[src/rtl/game_pkg.sv]
// rtl/game_pkg.sv - shared game encodings: game state, sequencer state, stage indices.
package game_pkg;

  localparam logic [1:0] PLAY  = 2'd0;
  localparam logic [1:0] PAUSE = 2'd1;
  localparam logic [1:0] OVER  = 2'd2;

  typedef enum logic [1:0] {
    SEQ_IDLE  = 2'd0,
    SEQ_ISSUE = 2'd1,
    SEQ_WAIT  = 2'd2,
    SEQ_DONE  = 2'd3
  } seq_state_e;

  localparam int STG_COLLISION = 0;
  localparam int STG_DOODLE    = 1;
  localparam int STG_PLATFORMS = 2;
  localparam int STG_TABLOID   = 3;

endpackage

[src/rtl/seq_watchdog.sv]
// rtl/seq_watchdog.sv - loadable down-counter; expired once a loaded count has run down to zero.
module seq_watchdog #(
  parameter int WIDTH = 12
) (
  input  logic             clk,
  input  logic             rst,
  input  logic             clear,
  input  logic             load,
  input  logic [WIDTH-1:0] load_value,
  input  logic             run,
  output logic             expired
);

  logic [WIDTH-1:0] count_q;
  logic             armed_q;

  always_ff @(posedge clk) begin
    if (rst || clear) begin
      count_q <= '0;
      armed_q <= 1'b0;
    end else if (load) begin
      count_q <= load_value;
      armed_q <= 1'b1;
    end else if (run && count_q != '0) begin
      count_q <= count_q - WIDTH'(1);
    end
  end

  // armed keeps a cleared (never loaded) counter from reading as expired
  assign expired = armed_q && (count_q == '0);

endmodule

[src/rtl/frame_update_sequencer.sv]
// rtl/frame_update_sequencer.sv - runs per-frame game stages in fixed order on each frame tick.
// Optional stage watchdog enabled by defining FRAME_SEQ_WATCHDOG_EN.
module frame_update_sequencer
  import game_pkg::*;
#(
  parameter int                  STAGES          = 4,
  parameter logic [STAGES-1:0]   RUN_WHEN_HALTED = 4'b1000,
  parameter int                  TIMEOUT_CYCLES  = 4096
) (
  input  logic              clk,
  input  logic              rst,
  input  logic              frame_tick,
  input  logic [1:0]        game_state,
  input  logic [STAGES-1:0] stage_enable,
  input  logic [STAGES-1:0] stage_done,
  output logic [STAGES-1:0] stage_start,
  output logic              busy,
  output logic              frame_done,
  output logic [7:0]        frame_id,
  output logic              overrun,
  output logic [STAGES-1:0] timeout_flags
);

  localparam int IW = (STAGES > 1) ? $clog2(STAGES) : 1;
  localparam logic [IW-1:0] LAST_IDX = IW'(STAGES - 1);

  seq_state_e        state_q, state_d;
  logic [IW-1:0]     idx_q, idx_d;
  logic [STAGES-1:0] mask_q;
  logic [7:0]        frame_id_q;
  logic              overrun_q;
  logic              wd_fire;

`ifdef FRAME_SEQ_WATCHDOG_EN
  localparam int WDW = (TIMEOUT_CYCLES > 2) ? $clog2(TIMEOUT_CYCLES) : 1;

  logic              wd_expired;
  logic [STAGES-1:0] tflags_q;

  seq_watchdog #(.WIDTH(WDW)) u_watchdog (
    .clk        (clk),
    .rst        (rst),
    .clear      (state_q == SEQ_IDLE),
    .load       (state_q == SEQ_ISSUE),
    .load_value (WDW'(TIMEOUT_CYCLES - 1)),
    .run        (state_q == SEQ_WAIT),
    .expired    (wd_expired)
  );

  // a real done in the expiry cycle wins, so the stage is not flagged
  assign wd_fire = (state_q == SEQ_WAIT) && wd_expired && !stage_done[idx_q];

  always_ff @(posedge clk) begin
    if (rst) begin
      tflags_q <= '0;
    end else if (wd_fire) begin
      tflags_q[idx_q] <= 1'b1;
    end
  end

  assign timeout_flags = tflags_q;
`else
  assign wd_fire       = 1'b0;
  assign timeout_flags = '0;
`endif

  always_comb begin
    state_d = state_q;
    idx_d   = idx_q;
    unique case (state_q)
      SEQ_IDLE: begin
        if (frame_tick) begin
          state_d = SEQ_ISSUE;
          idx_d   = '0;
        end
      end
      SEQ_ISSUE: begin
        if (mask_q[idx_q]) begin
          state_d = SEQ_WAIT;
        end else if (idx_q == LAST_IDX) begin
          state_d = SEQ_DONE;
        end else begin
          idx_d = idx_q + IW'(1);
        end
      end
      SEQ_WAIT: begin
        if (stage_done[idx_q] || wd_fire) begin
          if (idx_q == LAST_IDX) begin
            state_d = SEQ_DONE;
          end else begin
            state_d = SEQ_ISSUE;
            idx_d   = idx_q + IW'(1);
          end
        end
      end
      SEQ_DONE: begin
        state_d = SEQ_IDLE;
      end
      default: begin
        state_d = SEQ_IDLE;
        idx_d   = '0;
      end
    endcase
  end

  always_ff @(posedge clk) begin
    if (rst) begin
      state_q    <= SEQ_IDLE;
      idx_q      <= '0;
      mask_q     <= '0;
      frame_id_q <= 8'd0;
      overrun_q  <= 1'b0;
    end else begin
      state_q <= state_d;
      idx_q   <= idx_d;
      if (state_q == SEQ_IDLE && frame_tick) begin
        mask_q <= (game_state != PLAY) ? (stage_enable & RUN_WHEN_HALTED) : stage_enable;
      end
      // ticks outside IDLE, including the DONE cycle, are dropped
      if (state_q != SEQ_IDLE && frame_tick) begin
        overrun_q <= 1'b1;
      end
      if (state_q == SEQ_DONE) begin
        frame_id_q <= frame_id_q + 8'd1;
      end
    end
  end

  always_comb begin
    stage_start = '0;
    if (state_q == SEQ_ISSUE && mask_q[idx_q]) begin
      stage_start[idx_q] = 1'b1;
    end
  end

  assign busy       = (state_q != SEQ_IDLE);
  assign frame_done = (state_q == SEQ_DONE);
  assign frame_id   = frame_id_q;
  assign overrun    = overrun_q;

endmodule

[config.mk]
export PLATFORM = sky130hd
export DESIGN_NAME = frame_update_sequencer
export DESIGN_NICKNAME = d
export VERILOG_FILES = /design/src/rtl/game_pkg.sv /design/src/rtl/seq_watchdog.sv /design/src/rtl/frame_update_sequencer.sv
export SDC_FILE = /design/constraint.sdc
export NUM_CORES = 1
export LEC_CHECK = 0
export CAP_MARGIN = 20
export CORE_UTILIZATION = 45
export DETAILED_ROUTE_END_ITERATION = 10
export PLACE_DENSITY = 0.78
export SETUP_SLACK_MARGIN = 0.5
export SYNTH_ARGS = -nofsm -noshare
export SYNTH_HDL_FRONTEND = slang
export SYNTH_SLANG_ARGS = --single-unit
[constraint.sdc]
create_clock -name clk -period 2.35 [get_ports clk]
set_clock_uncertainty 0.2 [all_clocks]
set_input_delay 0.47 -clock clk [delete_from_list [all_inputs] [get_ports clk]]
set_output_delay 0.47 -clock clk [all_outputs]
set_load 0.01 [all_outputs]
==> metrics.cfg <==
[outcome]
status=complete, no violations

[pwr]
p_leak_nw=0.650
total_power_mw=1.08
power_density_nw_per_um2=719
vdd_drop_max_uv=445

[drt]
drt_iter0_drc=11
dr_total_vias=946
vias_per_cell=5.31
wire_per_inst_um=14.0
wirelength_um=2490
drt_pass1_iterations=4
postRouteAntennaNets=0
route.detailed.drc=0

[sta]
hold_violations=0
worst_pin_slew_ns=0.506
setup-tns-final_ns=0
fin_ws_ns=0.0803
timing.final.crit_share_pct=96.6
hold_slack_ns=0.285
setup_viol=0
period_needed_ns=2.27
relSlewSlack_pct=66.3
timing.fmax_mhz=441
report.final.slew_viol_count=0
rsz0062_at_grt=yes

[setup_path]
rrSetupSlack_ns=0.43
worstPathArrival_ns=1.60
critPathKind=reg -> out
cp-end-kind=output port
cp.required_ns=1.68
reg2reg_depth=5
worstReg2RegEnd=idx_q[0]
r2r-start=idx_q[1]
cp-start-kind=register
crit_path_max_fanout=4

[final_layout]
drive_gt1_share_pct=28.5
finish.utilization_pct=73.3
nets=175
syn_to_final_growth_pct=46.3
layout_common_cells=12 x clkdlybuf4s50_1, 10 x nand2_1, 10 x nor2_1, 10 x dfxtp_1, 10 x dlygate4sd2_1
fillers=153
num_antenna_cells=0
final_common_cell=clkdlybuf4s50_1
multi_input_area_sq_um=737
regArea_sq_um=354

[logic_synthesis]
syn_area_sq_um=1020
synth_seq_cells=17
ys_async_sr_fraction_pct=0
syn_inst=116
yosysSeqAreaShare_pct=33.3
synth_edf_count=0
yosysWarnings=0
synth_area_per_cell_sq_um=8.82
yosysUniqueCellTypes=36
synth_flop_cell=dfxtp_1

[cts]
cts_sinks=17
clock_latency_ns=0.29
cts_buffer_depth=2
cts.clk_slew.worst_paths_ns=0.10
tritoncts=done
cts_buffers=3
clock-root-buffer=clkbuf_4
cts_hold_buf=0
ctsHtreeMaxLevel=1

[global_routing]
first_global_vias=912
grt_max_degree=10
overflow=0
grt_usage_pct=20.5
antenna_found_initial=0
grt_pass1_wl_um=3890

[floorplan]
rows=16
start_util_pct=50.1
ioPinCount=32
core_area_sq_um=2040
die-area_sq_um=2470
die_h_um=49.7
fp.dieW_um=49.7

[place]
dp_slack_ns=0.146
portBuffers=27
detailed_place_hpwl_um=1730
place_congestion=0.833

[worst_hold_path]
hold_path_depth=2
hold_path_end=mask_q[3]
hold_path.class=reg -> reg
min_from=mask_q[3]

[run]
maxCapViolations=0

-- where the power goes --
part,total [mW],switching [mW],internal [mW]
Sequential,0.371,0.0383,0.332
Clock,0.156,0.0894,0.0661
Combinational,0.551,0.291,0.260
-- registers in the layout (all words and copies together) (netlist names) --
| signal | flops |
|---|---|
| state_q | 2 |
| overrun | 1 |
| idx_q | 2 |
| frame_id | 8 |
| mask_q | 4 |
-- metal layers --
metal,share of wire (%),GRT usage (%),up-vias
li1,-,-,478
met1,41,23.3,431
met2,52,36.5,30
met3,4.0,2.16,7
met4,2.7,11.9,0
met5,0,0,-
-- per-stage QoR --
| step | std cells | instance area (sq um) |
|---|---|---|
| 6_report | 178 | 1500 |
| 5_1_grt | 178 | 1500 |
| 4_1_cts | 176 | 1380 |
| 3_5_place_dp | 170 | 1330 |
| 3_3_place_gp | 170 | 1330 |
| 2_1_floorplan | 119 | 1040 |
-- worst max-delay path by stage --
stage          startpoint        endpoint  slack, ns  cells after the start
3_3_place_gp     idx_q[1]  stage_start[0]       0.16                      3
3_5_place_dp     idx_q[1]  stage_start[1]       0.15                      3
6_report         idx_q[1]  stage_start[3]       0.08                      4
4_1_cts          idx_q[1]  stage_start[3]       0.07                      4
2_1_floorplan    idx_q[1]  stage_start[0]       0.53                      2
5_1_grt          idx_q[1]  stage_start[3]       0.02                      4
-- cell usage after synthesis (2+ instances only) --
master / n / area (sq um)
nand3_1: 2 / 10.0
mux2_2: 2 / 22.5
o21ai_0: 2 / 10.0
nand2b_1: 2 / 12.5
inv_1: 6 / 22.5
nand4_1: 4 / 25.0
nor3_1: 2 / 10.0
o41ai_1: 2 / 17.5
mux2i_1: 3 / 30.0
nor2_1: 10 / 37.5
and3_1: 5 / 31.3
buf_4: 4 / 30.0
a22oi_1: 4 / 30.0
ha_1: 10 / 125
dfxtp_1: 17 / 340
o311ai_1: 2 / 17.5
xor2_1: 4 / 35.0
a21oi_1: 5 / 25.0
or3_1: 2 / 12.5
nand2_1: 10 / 37.5
clkbuf_1: 3 / 11.3
-- what timing repair did --
item                                    in CTS  in global routing
pin swaps                                    4                  6
endpoints found under the setup margin      17                  8
resized for setup                           47                 16
buffers inserted                             2                  2
hold endpoints to repair                     0                  0
-- critical path: stages (launching register included) --
cell and delay [ns]:
dfxtp_2 0.35, mux4_2 0.54, buf_6 0.14, and3_4 0.16, buf_6 0.11
-- area by class of cell --
type                       instances  share of cell area (%)
tap                               27                    2.26
clock buffer                       4                    1.75
timing repair buffer              36                    21.6
inverter                           6                    1.50
sequential                        17                    23.6
multi-input combinational         88                    49.2
-- cell families after synthesis --
logic type	Yosys count	synth area share [%]
muxes	6	7.33
xor gates and xnor gates	5	4.28
AOI/OAI and AO/OA	20	13.9
buffers and inverters	14	6.72
and+or+nand+nor	43	21.9
other	1	0.366
adders and majority gates	10	12.2
DFF	17	33.3
No activity file was read; power rests on OpenSTA's default activity.
